<file path="src/rtl/mac_neuron_scheduler_pkg.sv">
// rtl/mac_neuron_scheduler_pkg.sv - Q-format constants, scheduler state enum and saturation helper
package mac_neuron_scheduler_pkg;

  localparam int FRAC_BITS = 7;

  typedef enum logic [1:0] {
    IDLE = 2'd0,
    READ = 2'd1,
    MAC  = 2'd2,
    DONE = 2'd3
  } state_e;

  // Clamp a sign-extended value to the range of a vw-bit signed word.
  function automatic logic signed [31:0] sat_s32(input logic signed [31:0] t, input int vw);
    logic signed [31:0] hi;
    logic signed [31:0] lo;
    hi = (32'sd1 <<< (vw - 1)) - 32'sd1;
    lo = -hi - 32'sd1;
    if (t > hi) begin
      return hi;
    end else if (t < lo) begin
      return lo;
    end
    return t;
  endfunction

endpackage

</file>
<file path="src/rtl/mac_neuron_scheduler_lif_update.sv">
// rtl/mac_neuron_scheduler_lif_update.sv - combinational leaky integrate-and-fire membrane update
module mac_neuron_scheduler_lif_update
  import mac_neuron_scheduler_pkg::*;
#(
  parameter int W_BITS = 8,
  parameter int V_W    = 16,
  parameter int THRESH = 1 << FRAC_BITS,
  parameter int LEAK   = 4
) (
  input  logic signed [V_W-1:0]    v_in,
  input  logic signed [W_BITS-1:0] sum_in,
  output logic signed [V_W-1:0]    v_out,
  output logic                     spike
);

  localparam logic signed [V_W+1:0] LEAK_X   = (V_W + 2)'(LEAK);
  localparam logic signed [V_W-1:0] THRESH_X = V_W'(THRESH);

  logic signed [V_W+1:0] t;
  logic signed [31:0]    t32;
  logic signed [V_W-1:0] v_sat;

  // Two guard bits keep v - LEAK + s exact before the clamp.
  always_comb begin
    t     = {{2{v_in[V_W-1]}}, v_in} - LEAK_X
          + {{(V_W + 2 - W_BITS){sum_in[W_BITS-1]}}, sum_in};
    t32   = {{(32 - V_W - 2){t[V_W+1]}}, t};
    v_sat = V_W'(sat_s32(t32, V_W));
    spike = (v_sat >= THRESH_X);
    v_out = spike ? '0 : v_sat;
  end

endmodule

</file>
<file path="src/rtl/mac_neuron_scheduler.sv">
// rtl/mac_neuron_scheduler.sv - time-multiplexes one external 25-input MAC over a row of LIF neurons
module mac_neuron_scheduler
  import mac_neuron_scheduler_pkg::*;
#(
  parameter int NUM_IN      = 25,
  parameter int W_BITS      = 8,
  parameter int NUM_NEURONS = 10,
  parameter int V_W         = 16,
  parameter int THRESH      = 1 << FRAC_BITS,
  parameter int LEAK        = 4,
  localparam int K_W        = (NUM_NEURONS > 1) ? $clog2(NUM_NEURONS) : 1
) (
  input  logic                     clk,
  input  logic                     rst_n,
  input  logic                     in_valid,
  output logic                     in_ready,
  input  logic [NUM_IN-1:0]        in_pix,
  input  logic                     clear_v,
  output logic                     wt_en,
  output logic [K_W-1:0]           wt_addr,
  input  logic [NUM_IN*W_BITS-1:0] wt_rdata,
  output logic [NUM_IN-1:0]        mac_p,
  output logic [NUM_IN*W_BITS-1:0] mac_w,
  input  logic [W_BITS-1:0]        mac_sum,
  output logic                     out_valid,
  input  logic                     out_ready,
  output logic [NUM_NEURONS-1:0]   out_spk,
  output logic                     busy
);

  localparam logic [K_W-1:0] K_LAST = K_W'(NUM_NEURONS - 1);

  state_e                state_q, state_d;
  logic [K_W-1:0]        k_q, k_d;
  logic [NUM_IN-1:0]     pix_q, pix_d;
  logic [NUM_NEURONS-1:0] spk_q, spk_d;
  logic signed [V_W-1:0] v_q [NUM_NEURONS];
  logic signed [V_W-1:0] v_d [NUM_NEURONS];

  logic signed [V_W-1:0] lif_v;
  logic                  lif_spike;

  mac_neuron_scheduler_lif_update #(
    .W_BITS (W_BITS),
    .V_W    (V_W),
    .THRESH (THRESH),
    .LEAK   (LEAK)
  ) u_lif (
    .v_in   (v_q[k_q]),
    .sum_in (mac_sum),
    .v_out  (lif_v),
    .spike  (lif_spike)
  );

  always_comb begin
    state_d = state_q;
    k_d     = k_q;
    pix_d   = pix_q;
    spk_d   = spk_q;
    v_d     = v_q;
    case (state_q)
      IDLE: begin
        // Clear first so a frame accepted in the same cycle integrates from zero.
        if (clear_v) begin
          for (int i = 0; i < NUM_NEURONS; i++) begin
            v_d[i] = '0;
          end
        end
        if (in_valid) begin
          pix_d   = in_pix;
          spk_d   = '0;
          k_d     = '0;
          state_d = READ;
        end
      end
      READ: begin
        state_d = MAC;
      end
      MAC: begin
        v_d[k_q] = lif_v;
        if (lif_spike) begin
          spk_d[k_q] = 1'b1;
        end
        if (k_q == K_LAST) begin
          state_d = DONE;
        end else begin
          k_d     = k_q + K_W'(1);
          state_d = READ;
        end
      end
      DONE: begin
        if (out_ready) begin
          state_d = IDLE;
        end
      end
      default: begin
        state_d = IDLE;
      end
    endcase
  end

  always_ff @(posedge clk) begin
    if (!rst_n) begin
      state_q <= IDLE;
      k_q     <= '0;
      pix_q   <= '0;
      spk_q   <= '0;
      for (int i = 0; i < NUM_NEURONS; i++) begin
        v_q[i] <= '0;
      end
    end else begin
      state_q <= state_d;
      k_q     <= k_d;
      pix_q   <= pix_d;
      spk_q   <= spk_d;
      for (int i = 0; i < NUM_NEURONS; i++) begin
        v_q[i] <= v_d[i];
      end
    end
  end

  assign in_ready  = (state_q == IDLE);
  assign busy      = (state_q != IDLE);
  assign wt_en     = (state_q == READ);
  assign wt_addr   = k_q;
  assign mac_p     = pix_q;
  assign mac_w     = wt_rdata;
  assign out_valid = (state_q == DONE);
  assign out_spk   = spk_q;

endmodule
</file>
<file path="config.mk">
export PLATFORM = sky130hd
export DESIGN_NAME = mac_neuron_scheduler
export DESIGN_NICKNAME = d
export VERILOG_FILES = /design/src/rtl/mac_neuron_scheduler_pkg.sv /design/src/rtl/mac_neuron_scheduler_lif_update.sv /design/src/rtl/mac_neuron_scheduler.sv
export SDC_FILE = /design/constraint.sdc
export NUM_CORES = 1
export LEC_CHECK = 0
export ABC_AREA = 1
export ABC_CLOCK_PERIOD_IN_PS = 7900
export CORE_AREA = 2 2 185 187
export DETAILED_ROUTE_END_ITERATION = 6
export DIE_AREA = 0 0 187 189
export GPL_TIMING_DRIVEN = 0
export PLACE_DENSITY = 0.67
export SYNTH_ARGS = -nofsm -noshare
export SYNTH_HDL_FRONTEND = slang
export SYNTH_SLANG_ARGS = --single-unit
</file>
<file path="constraint.sdc">
create_clock -name clk -period 7.9 [get_ports clk]
set_input_delay 1.975 -clock clk [delete_from_list [all_inputs] [get_ports clk]]
set_output_delay 1.975 -clock clk [all_outputs]
set_load 0.005 [all_outputs]
</file>
* Word level (Yosys, flattened, before mapping)
Cells that the tools add are included. W data, S select, Z words.
Word-level totals: logic and storage cells 71, bits in writable memories 0, memories 0, memory bits (read-only) 0, input bits 238, output and inout port bits 243, register bits after elaboration 201, bits in latches 0
Cells by class: divide/modulo/power cells 0, multiplexer cells 26, $add $sub $neg 3, reduce and logical (&&, ||, !) cells 10, equality and inequality tests 9, shift-type cells 0, bitwise logic cells 2, $lt $le $gt $ge 7, multiply operators 0
Operators by type and width (count):
- $pmux W160 S2 | 1
- $bwmux W160 | 1
- $mux W160 | 1
- $mux W16 | 7
- $bmux W16 S4 | 1
- $demux W16 S4 | 1
- $mux W10 | 2
- $pmux W10 S2 | 1
- $add A17 B8 Y18 | 1
- $gt A18 B16 Y1 const B | 1
- $lt A18 B16 Y1 const B | 1
- $sub A16 B4 Y17 const B | 1
- $ge A16 B9 Y1 const B | 1
- $or A10 B10 Y10 | 1
- $mux W4 | 2
- $pmux W2 S4 | 1
- $pmux W4 S2 | 1
- $mux W2 | 3
- $ne A2 B2 Y1 const B | 3
- $reduce_and A2 Y1 | 3
- $reduce_and A3 Y1 | 2
- $ge A5 B5 Y1 const B | 1
- $lt A4 B5 Y1 const B | 1
- $lt A5 B1 Y1 const B | 1
- 12 further kinds | 18

* Longest topological paths before layout
Gate-level depths: netlist of the first run.
depth in word-level cells 14, depth in mapped cells 30, depth with buffers taken out 27

* Modules after synthesis
A second synthesis of the first run with hierarchy kept.
Second synthesis, totals: cells, all modules 1889, area total of the unflattened synthesis 12234.2 µm²
By module, submodules not included:
- mac_neuron_scheduler | seq. area each 4023.9 µm², cells an instance 1590, area an instance 10508.8 µm², times used 1
- mac_neuron_scheduler_lif_update | seq. area each 0.0 µm², cells an instance 299, area an instance 1725.4 µm², times used 1

* Worst setup path after synthesis of the first run
OpenSTA, ideal clock, no wires.
kind in2reg, start point in mac_sum[1], end point reg v_q[0] in the netlist's numbering, path buffers 3, cell stages on the path 23, data required time 7.830 ns, setup time 0.070 ns, path slack 3.308 ns, arrival 4.522 ns, cell sequence ha_1 -> ha_1 -> fa_1 -> nand2_1 -> nand2_1 -> nand3_1 -> nand2_1 -> nand2_1 -> nand2_1 -> nand2_1 -> nand2_1 -> nand2_1 -> nand2_1 -> buf_6 -> nand2_1 -> nand2_1 -> nor2_1 -> nand2_2 -> nand2_2 -> buf_6 -> buf_6 -> nand3_1 -> a21oi_1
On the way: cells in the longest elaborated chain, start to end 9, elaborated cells on any way between the ends 11, classes of those cells add/sub (1); order compare (3); mux (7)
RTL lines:
- from (decl) | line mac_neuron_scheduler.sv:24 | input logic [W_BITS-1:0] mac_sum,
- $add A17 B8 Y18 * | line mac_neuron_scheduler_lif_update.sv:26 | + {{(V_W + 2 - W_BITS){sum_in[W_BITS-1]}}, sum_in};
- $lt A18 B16 Y1 | line mac_neuron_scheduler_pkg.sv:21 | end else if (t < lo) begin
- $mux W1 | line mac_neuron_scheduler_pkg.sv:21
- $mux W1 | line mac_neuron_scheduler_pkg.sv:19 | if (t > hi) begin
- $mux W16 * | line mac_neuron_scheduler_pkg.sv:24 | return t;
- $ge A16 B9 Y1 | line mac_neuron_scheduler_lif_update.sv:29 | spike = (v_sat >= THRESH_X);
- $mux W16 * | line mac_neuron_scheduler_lif_update.sv:30 | v_out = spike ? '0 : v_sat;
- $bwmux W160 * | line mac_neuron_scheduler.sv:80 | v_d[k_q] = lif_v;
- $pmux W160 S2 * | line mac_neuron_scheduler.sv:61 | case (state_q)
- to (signal, indexed assignment) | line mac_neuron_scheduler.sv:117 | v_q[i] <= v_d[i];
- to (decl) | line mac_neuron_scheduler.sv:37 | logic signed [V_W-1:0] v_q [NUM_NEURONS];
Mark *: on every way between the ends. The rest lies on a longest branch, timed or not. A chain may end at the register's enable or synchronous reset.

* Final worst setup path of the first run
start point reg k_q[1] (netlist: wt_addr[1]), end point reg v_q[94] in the netlist's numbering
On the way: cells in the longest elaborated chain, start to end 14, elaborated cells on any way between the ends 21, classes of those cells add/sub (2); order compare (5); mux (12); bitwise (1); reduce/logical (1)
RTL lines:
- from (decl) | line mac_neuron_scheduler.sv:34 | logic [K_W-1:0] k_q, k_d;
- from (signal assigned) | line mac_neuron_scheduler.sv:113 | k_q <= k_d;
- $not A4 Y5 (not written as such) * | line mac_neuron_scheduler.sv:49, mac_neuron_scheduler.sv:80
- $bmux W16 S4 | line mac_neuron_scheduler.sv:49 | .v_in (v_q[k_q]),
- $mux W16 (not written as such) (2 in a row) | line mac_neuron_scheduler.sv:49
- $sub A16 B4 Y17 | line mac_neuron_scheduler_lif_update.sv:25 | t = {{2{v_in[V_W-1]}}, v_in} - LEAK_X
- $add A17 B8 Y18 | line mac_neuron_scheduler_lif_update.sv:26
- $lt A18 B16 Y1 | line mac_neuron_scheduler_pkg.sv:21
- $mux W1 | line mac_neuron_scheduler_pkg.sv:21
- $mux W1 | line mac_neuron_scheduler_pkg.sv:19
- $mux W16 | line mac_neuron_scheduler_pkg.sv:24
- $ge A16 B9 Y1 | line mac_neuron_scheduler_lif_update.sv:29
- $mux W16 | line mac_neuron_scheduler_lif_update.sv:30
- $bwmux W160 * | line mac_neuron_scheduler.sv:80
- $pmux W160 S2 * | line mac_neuron_scheduler.sv:61
Mark *: on every way between the ends. The rest lies on a longest branch, timed or not. The select of a mux whose other input is x is not followed.

==> impl_results.md, run 1 <==
* Achievable Freq at around 170 MHz
* Placed insts at 2,369
* Clock Tree Root: clkbuf_16
* Postcts setup bufs at 0
* Unrepaired setup endpoints after global routing: false
* Setup crit start kind: register
* Site Rows at 67
* Most numerous cell in the Yosys netlist: nand2_1
* Initial antenna violation count at 1
* Cts hold-fix bufs at 0
* 1st-iter DRT viols at 1,114
* Switching pwr at ~1.3 mW
* Kind of critical path: reg2reg
* Antenna viol nets, final at 0
* Wire length per cell at just over 20 µm
* Largest net degree at the start of global routing at 13
* Netlist Area Pre-Place at roughly 11,000 µm²
* Worst slew margin relative to its limit at 46.06%
* FF-to-FF setup slack at roughly 2.2 ns
* CTS buffer count at 23
* Synth top cells by count: 336 x nand2_1, 201 x dfxtp_1, 200 x buf_4, 198 x a21oi_1, 163 x nor2_1
* Sequential fraction of the synthesis area at between 30% and 40%
* Maxcap violations at 0
* Vias in the first global route at roughly 12,000
* Htree depth at 1
* Hold crit path type: reg2reg
* Setup crit start: wt_addr[1]$_SDFFE_PN0P_
* Starting Density at about a third
* DRT Pass-1 Iters at 6
* Die Wd at around 190 µm
* Worst Tran Pin Value at ~0.81 ns
* Pre-CTS setup slack at about 2.1 ns
* Synth top area cells: dfxtp_1 35%, buf_4 13%, nand2_1 11%
* Cell Int Power at between 2 and 2.5 mW
* Cells after synthesis at 1,642
* Fillers at 3,407
* PD cells at about 210 nW/µm²
* Reg-to-reg endpoint: v_q[94]$_SDFFE_PN0P_
* Post-Layout Cell Count at approximately 2,400
* Global routing's busiest layer: met2
* CTS Sinks at around 200
* Port buffer count at between 200 and 300
* CP endpoint: v_q[94]$_SDFFE_PN0P_
* Post-Syn Area per Cell at 6.980 µm²
* DRC at 0
* Share of layout cells above drive strength 1 at between 10% and 20%
* Area delta synth->final at 35.46%
* Switching share of power at 37.93%
* Clk slew on worst S/H paths at approximately 0.060 ns
* Flop pwr share at a little under a third
* Peak supply drop at about 150 µV
* Core area at roughly 33,000 µm²
* Clk_skew at 0.01803 ns
* Max-slew violations at 0
* Vias per cell at around 5.1
* Setup Viol. Count Final at 0
* Die ar. at ~35,000 µm²
* YS warnings at 0
* Leak at 6.125 nW
* Mapped Nets at around 1,900
* CTS max path bufs at 3
* Placer Congestion at about 0.98
* Post-synth ARST share at 0%
* Yosys reg bits at between 200 and 250
* GR Overflow Total at 0
* Period utilization at between 70 and 80%
* Total GRT Usage at about a quarter
* Synth unique cells at 35
* Grt met1 use at between 30% and 40%
* Finished Core Util at 46.65%
* Share of the synthesized area in the top cell type at between 30% and 40%
* IO Pins at about 480
* Met3 Resource Use GR at 5.394%
* M2 GR Usage at a little under half
* Fin Hold WS at 0.4540 ns
* Final Worst Setup Slack at about 2.2 ns
* Reg2reg start: wt_addr[1]$_SDFFE_PN0P_
* PostCTS Resize Cnt at 0
* Post-Route WL at between 40 and 50 mm
* Post-synth EDFFs at 0
* CTS tree: yes
* DP Wirelength at around 40 mm
* Die height at roughly 190 µm
* Clock share of power at between 30 and 40%
* Routed vias at 12,260
* Setup crit end kind: register
* Nets at 2,220
* R2R depth at 26
* Critical path arrival at a little over 6 ns
* Max FO, Critical Path at 10
* Outcome: finished clean
* First-pass GRT wire length at just over 70 mm
* Crit path required time at between 8 and 9 ns
* Post-layout minimum cycle time at between 5 and 6 ns
* Setup TNS at 0 ns
* Combinational Power Share at 38.0%
* Synth Flop Type: dfxtp_1
* Skew-Pair Late Insertion Delay at between 0.5 and 0.6 ns
* Hold Fails Final Rpt at 0
* Yosys top cell by area: dfxtp_1
layer usage:
layer | wire, µm | vias up
li1 | - | 5770
met1 | 20350 | 5748
met2 | 23170 | 663
met3 | 4352 | 75
met4 | 1021 | 0
met5 | 0 | -
through the flow:
stage	area, µm²	power, mW
after floorplan	11460	1.801
after global placement	14810	2.297
after detailed placement	14810	2.301
after CTS	15520	3.312
after global routing	15520	3.466
final	15520	3.325
area by class of cell:
type | instances | area (µm²) | area share (%)
buffer | 289 | 1929 | 12.43
sequential | 201 | 4024 | 25.92
clock inverter | 4 | 23.77 | 0.1531
inverter | 105 | 394.1 | 2.539
clock buffer | 36 | 684.4 | 4.408
tap | 448 | 560.5 | 3.611
multi-input combinational | 1047 | 5114 | 32.94
antenna | 1 | 2.502 | 0.01612
timing repair buffer | 279 | 2793 | 17.99
worst min path at each step:
stage,start,end,slack [ns],depth (start not counted)
2_1_floorplan,v_q[64]$_SDFFE_PN0P_,v_q[64]$_SDFFE_PN0P_,0.44,2
3_3_place_gp,out_spk[1]$_SDFFE_PN0P_,out_spk[1]$_SDFFE_PN0P_,0.44,2
3_5_place_dp,out_spk[5]$_SDFFE_PN0P_,out_spk[5]$_SDFFE_PN0P_,0.44,2
4_1_cts,out_spk[5]$_SDFFE_PN0P_,out_spk[5]$_SDFFE_PN0P_,0.45,2
5_1_grt,v_q[89]$_SDFFE_PN0P_,v_q[89]$_SDFFE_PN0P_,0.47,2
6_report,out_spk[0]$_SDFFE_PN0P_,out_spk[0]$_SDFFE_PN0P_,0.45,2
state kept, by name, indices dropped and copies added (netlist names):
| signal | count |
|---|---|
| mac_p | 25 |
| v_q | 160 |
| wt_addr | 4 |
| state_q | 2 |
| out_spk | 10 |
kinds of logic after synthesis:
kind of cell / share of synthesized area, %
AND/OR/NAND/NOR: 22.98
adder cells (fa/ha/maj): 3.996
flip-flops: 35.11
AO/OA/AOI/OAI: 16.72
XOR/XNOR: 0.9170
buffers and inverters: 20.27
power groups by stage:
stage | Clock, mW | Sequential (mW) | Combinational [mW]
floorplan | 0 | 1.07 | 0.735
finish | 1.02 | 1.05 | 1.26
detailed placement | 0 | 1.07 | 1.23
CTS | 1.03 | 1.04 | 1.24
global route | 1.06 | 1.05 | 1.36
global placement | 0 | 1.07 | 1.23
critical path: stages (launching register included):
cell and delay (ns):
dfxtp_1 0.56, clkbuf_1 0.43, clkbuf_1 0.60, o21ai_0 0.21, o22ai_1 0.37, a221oi_1 0.27, ha_1 0.36, inv_1 0.07
fa_1 0.45, nand2_1 0.09, nand2_1 0.08, nand3_1 0.08, nand2_1 0.11, nand2_1 0.11, nand2_1 0.06, nand2_1 0.09
nand2_1 0.06, nand2_1 0.09, nand2_1 0.09, buf_6 0.15, nand2_1 0.09, nand2_1 0.06, nor2_1 0.12, nand2_2 0.14
a21oi_2 0.60, nand2_1 0.13, a21oi_1 0.16
layout by cell type, fill, tap and decap left out, types with 8 or more instances in the layout:
master           synthesis  final
o21ai_0                 89     89
clkdlybuf4s50_1          0    279
xnor2_1                 10     10
clkbuf_16                0     23
nand2_1                336    336
a221oi_1                11     11
clkbuf_1                66     73
nor2_1                 163    163
buf_6                   12     12
buf_4                  200    200
ha_1                    35     35
buf_1                    8      8
nand3_1                131    131
o22ai_1                 30     30
inv_1                   84     84
a21oi_1                198    198
clkinv_1                17     17
dfxtp_1                201    201
No activity file was read; power rests on OpenSTA's default activity.
==> inputs of run 2 (changes only) <==
--- a/config.mk
+++ b/config.mk
@@ -6,12 +6,12 @@
 export NUM_CORES = 1
 export LEC_CHECK = 0
 export ABC_AREA = 1
-export ABC_CLOCK_PERIOD_IN_PS = 7900
+export ABC_CLOCK_PERIOD_IN_PS = 4900
 export CORE_AREA = 2 2 185 187
 export DETAILED_ROUTE_END_ITERATION = 6
 export DIE_AREA = 0 0 187 189
 export GPL_TIMING_DRIVEN = 0
-export PLACE_DENSITY = 0.67
+export PLACE_DENSITY = 0.69
 export SYNTH_ARGS = -nofsm -noshare
 export SYNTH_HDL_FRONTEND = slang
 export SYNTH_SLANG_ARGS = --single-unit
==> constraint.sdc (replaced) <==
create_clock -name clk -period 4.9 [get_ports clk]
set_input_delay 1.225 -clock clk [delete_from_list [all_inputs] [get_ports clk]]
set_output_delay 1.225 -clock clk [all_outputs]
set_load 0.005 [all_outputs]
==> impl_results.md, run 2 (synthesis results as in run 1) <==
* Worst slew margin relative to its limit at 47.52% (+1.5 points)
* Outcome: finished clean
* Cell Int Power at 3.664 mW (+78%)
* Achievable Freq at 208.7 MHz (+20%)
* Setup Viol. Count Final at 0 (unchanged)
* Kind of critical path: reg2reg
* CTS Sinks at 201 (unchanged)
* DP Wirelength at 40.11 mm (+1.4%)
* CTS max path bufs at 3 (unchanged)
* Clock Tree Root: clkbuf_16
* Antenna viol nets, final at 0 (unchanged)
* Htree depth at 1 (unchanged)
* Storage cell area at 4031 µm² (+0.19%)
* Max FFs per register at 160 (unchanged)
* Clk slew on worst S/H paths at 0.06 ns (about the same)
* DRT Pass-1 Iters at 6 (unchanged)
* GR Overflow Total at 0 (unchanged)
* Max-slew violations at 0 (unchanged)
* Worst Tran Pin Value at 0.7871 ns (-0.02203 ns)
* Skew-Pair Late Insertion Delay at 0.53 ns (about the same)
* Initial antenna violation count at 3 (+2)
* Maxcap violations at 0 (unchanged)
* Clock share of power at 32.8% (+2.2 points)
* Final Total Pwr at 5.873 mW (+77%)
* Vias in the first global route at 11,640 (-0.25%)
* 1st-iter DRT viols at 1,314 (+18%)
* Hold Fails Final Rpt at 0 (unchanged)
* Clk_skew at 0.01804 ns (+0.00001080 ns)
* Flop pwr share at 28.7% (-2.7 points)
* Setup crit end kind: register
* Nets at 2,223 (+0.14%)
* Period utilization at 97.81% (+25 points)
* Placer Congestion at 0.9871 (+0.47%)
* Combinational Power Share at 38.5% (+0.5 points)
* Area delta synth->final at 39.73%
* Total GRT Usage at 26.97% (+0.48 points)
* Finished Core Util at 48.12% (+1.5 points)
* Hold crit path type: reg2reg
* Switching pwr at 2.208 mW (+75%)
* Setup TNS at 0 ns (unchanged)
* First-pass GRT wire length at 73.00 mm (+1.6%)
* Site Rows at 67 (unchanged)
* Die Wd at 187 µm (unchanged)
* IO Pins at 481 (unchanged)
* Die height at 189 µm (unchanged)
* Die ar. at 35,340 µm² (unchanged)
* Most common cell after layout, fill and taps aside: nand2_1
* Switching share of power at 37.60% (-0.33 points)
* CTS buffer count at 23 (unchanged)
* Wire length per cell at 20.85 µm (+2.8%)
* CTS tree: yes
* Post-Layout Cell Count at 2,415 (+0.21%)
* Peak supply drop at 227.7 µV (+50%)
* Crit path required time at 5.35 ns (-2.98 ns)
* Most frequent cells in the layout: 336 x nand2_1, 279 x clkdlybuf4s50_1, 203 x buf_4
* Placed insts at 2,369 (unchanged)
* Core area at 33,280 µm² (unchanged)
* Unrepaired setup endpoints after global routing: true
* Largest reg by FF count: v_q
* Fillers at 3,337 (-2.1%)
* Starting Density at 34.44% (unchanged)
* Max FO, Critical Path at 10 (unchanged)
* Routed vias at 12,430 (+1.4%)
* PD cells at 366.7 nW/µm² (+71%)
* Area of the multi-input gates at 5331 µm² (+4.3%)
* Port buffer count at 279 (unchanged)
* Post-Route WL at 50.35 mm (+3.0%)
* Largest net degree at the start of global routing at 14 (+1)
* Cts hold-fix bufs at 0 (unchanged)
* DRC at 0 (unchanged)
* Critical path arrival at 5.24 ns (-0.92 ns)
* Leak at 6.351 nW (+3.7%)
* Vias per cell at 5.148 (+1.2%)
* Post-layout minimum cycle time at 4.793 ns (-0.9358 ns)
* Setup crit start kind: register
* Share of layout cells above drive strength 1 at 17.14% (+3.4 points)
==> run 2: changes by cell type in the layout (fill, tap and decap cells not counted), sizes merged <==
cell	before	now
buf	223	231
clkbuf	102	95
bufinv	0	4
clkinv	20	19
clkinvlp	0	1
==> run 2: worst paths after layout <==
path / from / to / slack [ns] / depth (start not counted)
max: wt_addr[0]$_SDFFE_PN0P_ / v_q[37]$_SDFFE_PN0P_ / 0.11 / 21
min: out_spk[9]$_SDFFE_PN0P_ / out_spk[9]$_SDFFE_PN0P_ / 0.46 / 2
max reg2reg: wt_addr[0]$_SDFFE_PN0P_ / v_q[37]$_SDFFE_PN0P_ / 0.11 / 21
min reg2reg: out_spk[9]$_SDFFE_PN0P_ / out_spk[9]$_SDFFE_PN0P_ / 0.46 / 2
==> run 2: layout make-up <==
class                      count  share of cell area, %
multi-input combinational   1047                  33.29
sequential                   201                  25.17
timing repair buffer         282                  17.74
buffer                       289                  12.42
clock buffer                  34                  4.414
tap                          448                  3.500
inverter                     105                  2.469
clock inverter                 8                 0.9845
antenna                        1                0.01563
==> run 2: critical path: stages (launching register included) <==
cell      delay, ns
dfxtp_4        0.39
inv_1          0.11
clkbuf_1       0.44
o21ai_0        0.15
o22ai_1        0.33
a221oi_2       0.17
ha_1           0.31
inv_1          0.04
ha_1           0.34
nand2_1        0.09
clkinv_1       0.09
nand4_1        0.09
nand2_1        0.17
nand2_1        0.12
a21oi_4        0.38
inv_2          0.08
nand2_1        0.12
buf_6          0.14
nand2_1        0.14
o21ai_2        0.65
nand3_1        0.19
a21oi_2        0.16
==> run 2: what timing repair did <==
item,4_1_cts,5_1_grt
pin swaps,1,5
setup endpoints to repair,160,160
hold endpoints to repair,0,0
setup buffers,1,2
resized for setup,29,73
==> run 2: through the flow <==
stage	hold slack (ns)	area (µm²)	setup slack (ns)
floorplan	0.4418	11460	1.000
finish	0.4563	16010	0.1075
global placement	0.4399	14810	-0.6519
detailed placement	0.4466	14810	-0.6524
CTS	0.4567	15790	0.01794
global route	0.4743	16010	-0.03817
==> run 2: power groups by stage <==
stage	logic, mW	clock network (mW)	registers [mW]
finish	2.26	1.92	1.69
detailed placement	2.06	0	1.72
global placement	2.06	0	1.72
global route	2.39	2.00	1.69
CTS	2.11	1.94	1.69
floorplan	1.19	0	1.72
==> run 2: metal layers <==
| layer | global-route usage, % | wire [µm] | vias to the layer above |
|---|---|---|---|
| met2 | 43.58 | 22920 | 694 |
| met3 | 5.264 | 4700 | 101 |
| li1 | - | - | 5792 |
| met5 | 0 | 18 | - |
| met1 | 36.21 | 21130 | 5843 |
| met4 | 8.639 | 1583 | 2 |
==> inputs of run 3 (changes only) <==
--- a/config.mk
+++ b/config.mk
@@ -7,11 +7,11 @@
 export LEC_CHECK = 0
 export ABC_AREA = 1
 export ABC_CLOCK_PERIOD_IN_PS = 4900
-export CORE_AREA = 2 2 185 187
+export CORE_AREA = 3 3 185 187
 export DETAILED_ROUTE_END_ITERATION = 6
-export DIE_AREA = 0 0 187 189
+export DIE_AREA = 0 0 188 190
+export DONT_BUFFER_PORTS = 1
 export GPL_TIMING_DRIVEN = 0
-export PLACE_DENSITY = 0.69
 export SYNTH_ARGS = -nofsm -noshare
 export SYNTH_HDL_FRONTEND = slang
 export SYNTH_SLANG_ARGS = --single-unit
==> impl_results.md, run 3 (synthesis results as in run 1) <==
* Site Rows at 66 (-1.5%)
* IO Pins at 481 (unchanged)
* PD cells at 414.4 nW/µm² (+13%)
* Clk_skew at 0.008841 ns (-0.009198 ns)
* 1st-iter DRT viols at 1,137 (-13%)
* Initial antenna violation count at 1 (-2)
* Final Total Pwr at 5.409 mW (-7.9%)
* Area delta synth->final at 13.89%
* Max FFs per register at 160 (unchanged)
* CTS Sinks at 201 (unchanged)
* Antenna viol nets, final at 0 (unchanged)
* WHS Endpoint: v_q[74]$_SDFFE_PN0P_
* Outcome: finished clean
* Period utilization at 96.44% (-1.4 points)
* Hold Fails Final Rpt at 0 (unchanged)
* Vias per cell at 5.334 (+3.6%)
* Finished Core Util at 40.02% (-8.1 points)
* Critical path arrival at 5.16 ns (-0.08 ns)
* Setup crit end kind: register
* Die ar. at 35,720 µm² (+1.1%)
* DRT Pass-1 Iters at 5 (-1)
* CTS buffer count at 23 (unchanged)
* Kind of critical path: reg2reg
* Leak at 5.187 nW (-18%)
* DRC at 0 (unchanged)
* Total GRT Usage at 25.19% (-1.8 points)
* Wire length per cell at 22.89 µm (+9.8%)
* Largest reg by FF count: v_q
* GR Overflow Total at 0 (unchanged)
* Clk slew on worst S/H paths at 0.06 ns (about the same)
* Most common cell after layout, fill and taps aside: nand2_1
* Skew-Pair Late Insertion Delay at 0.52 ns (about the same)
* Placed cell area at 12,010 µm² (-19%)
* DP Wirelength at 38.34 mm (-4.4%)
* Worst Tran Pin Value at 0.7480 ns (-0.03910 ns)
* Maxcap violations at 0 (unchanged)
* Hold depth at 2 (unchanged)
* Setup crit start kind: register
* Starting Density at 35.14% (+0.70 points)
* Design area at 13,050 µm² (-18%)
* Vias in the first global route at 10,250 (-12%)
* Placer Congestion at 0.9575 (-3.0%)
* Largest net degree at the start of global routing at 14 (unchanged)
* Nets at 1,943 (-13%)
* Fillers at 3,413 (+2.3%)
* CTS max path bufs at 3 (unchanged)
* Setup Viol. Count Final at 0 (unchanged)
* Min-delay src: v_q[74]$_SDFFE_PN0P_
* Reg-to-reg endpoint: v_q[10]$_SDFFE_PN0P_
* Core area at 32,620 µm² (-2.0%)
* Post-layout minimum cycle time at 4.726 ns (-0.06690 ns)
* Die Wd at 188 µm (+0.53%)
* Routed vias at 11,360 (-8.7%)
* Max-slew violations at 0 (unchanged)
* FF-to-FF setup slack at 0.17 ns (+0.07 ns)
* CTS tree: yes
* Setup TNS at 0 ns (unchanged)
* Post-Route WL at 48.73 mm (-3.2%)
* Max FO, Critical Path at 10 (unchanged)
* Worst slew margin relative to its limit at 50.14% (+2.6 points)
* R2R depth at 24 (+14%)
* Most frequent cells in the layout: 335 x nand2_1, 202 x buf_4, 198 x dfxtp_1
* First-pass GRT wire length at 68.28 mm (-6.5%)
* Peak supply drop at 220.2 µV (-3.3%)
* Port buffer count at 0 (-100%)
* Achievable Freq at 211.6 MHz (+1.4%)
* Reg2reg start: wt_addr[1]$_SDFFE_PN0P_
* Cts hold-fix bufs at 0 (unchanged)
* Share of layout cells above drive strength 1 at 19.63% (+2.5 points)
* Die height at 190 µm (+0.53%)
* Crit path required time at 5.33 ns (-0.02 ns)
* Htree depth at 1 (unchanged)
* Hold crit path type: reg2reg
* Clock Tree Root: clkbuf_16
* Pre-CTS setup slack at -0.9439 ns (-0.2915 ns)
* Final Worst Setup Slack at 0.1744 ns (+0.06690 ns)
-- run 3: repair_timing --
action / in CTS / in global routing
endpoints found under the setup margin: 160 / 160
resized for setup: 40 / 58
buffers inserted: 1 / 1
pin swaps: 1 / 4
-- run 3: worst max path at each step --
stage                       startpoint                    to  slack (ns)  cells after the start
2_1_floorplan  wt_addr[0]$_SDFFE_PN0P_   v_q[0]$_SDFFE_PN0P_        1.00                     28
3_3_place_gp   wt_addr[1]$_SDFFE_PN0P_  v_q[14]$_SDFFE_PN0P_       -0.90                     27
3_5_place_dp   wt_addr[1]$_SDFFE_PN0P_  v_q[62]$_SDFFE_PN0P_       -0.94                     25
4_1_cts        wt_addr[1]$_SDFFE_PN0P_  v_q[34]$_SDFFE_PN0P_        0.01                     29
5_1_grt        wt_addr[1]$_SDFFE_PN0P_  v_q[37]$_SDFFE_PN0P_       -0.01                     28
6_report       wt_addr[1]$_SDFFE_PN0P_  v_q[10]$_SDFFE_PN0P_        0.17                     24
-- run 3: cell type report --
class | count | area, µm² | area share [%]
inverter | 105 | 400.4 | 3.067
antenna | 1 | 2.502 | 0.01917
buffer | 289 | 1991 | 15.25
clock buffer | 33 | 663.1 | 5.081
multi-input combinational | 1047 | 5321 | 40.77
timing repair buffer | 2 | 27.53 | 0.2109
clock inverter | 9 | 61.31 | 0.4697
sequential | 201 | 4033 | 30.90
tap | 442 | 553.0 | 4.237
-- run 3: worst max-delay path, stage by stage (launching register included) --
cell      delay (ns)
dfxtp_4         0.45
inv_4           0.09
clkbuf_1        0.25
nor2_1          0.23
o22ai_1         0.20
a221oi_2        0.46
ha_1            0.32
inv_1           0.06
ha_1            0.28
a21oi_1         0.27
nand2_1         0.08
a21oi_1         0.19
nand2_1         0.07
nand2_1         0.08
nand2_1         0.06
nand2_1         0.10
nand2_1         0.10
buf_6           0.15
nand2_1         0.14
nand2_1         0.08
nor2_2          0.15
nand2_4         0.12
a21oi_4         0.44
nand2_1         0.09
a21oi_1         0.16
-- run 3: power by group --
group	internal, mW	switching, mW
Combinational	0.577	1.47
Sequential	1.67	0.0278
Clock	0.947	0.719
Total	3.19	2.22
-- run 3: metrics by stage --
| stage | std cells | hold slack (ns) |
|---|---|---|
| after global placement | 2084 | 0.4487 |
| after detailed placement | 2084 | 0.4520 |
| after floorplan | 1642 | 0.4418 |
| after global routing | 2129 | 0.4758 |
| after CTS | 2127 | 0.4613 |
| final | 2129 | 0.4623 |
-- run 3: layer usage --
metal | global-route usage, % | vias to the layer above | part of all wire (%)
met5 | 0 | - | 0
met4 | 6.926 | 0 | 3.0
li1 | - | 5241 | -
met1 | 34.65 | 5380 | 42
met3 | 4.164 | 72 | 9.5
met2 | 40.94 | 663 | 46
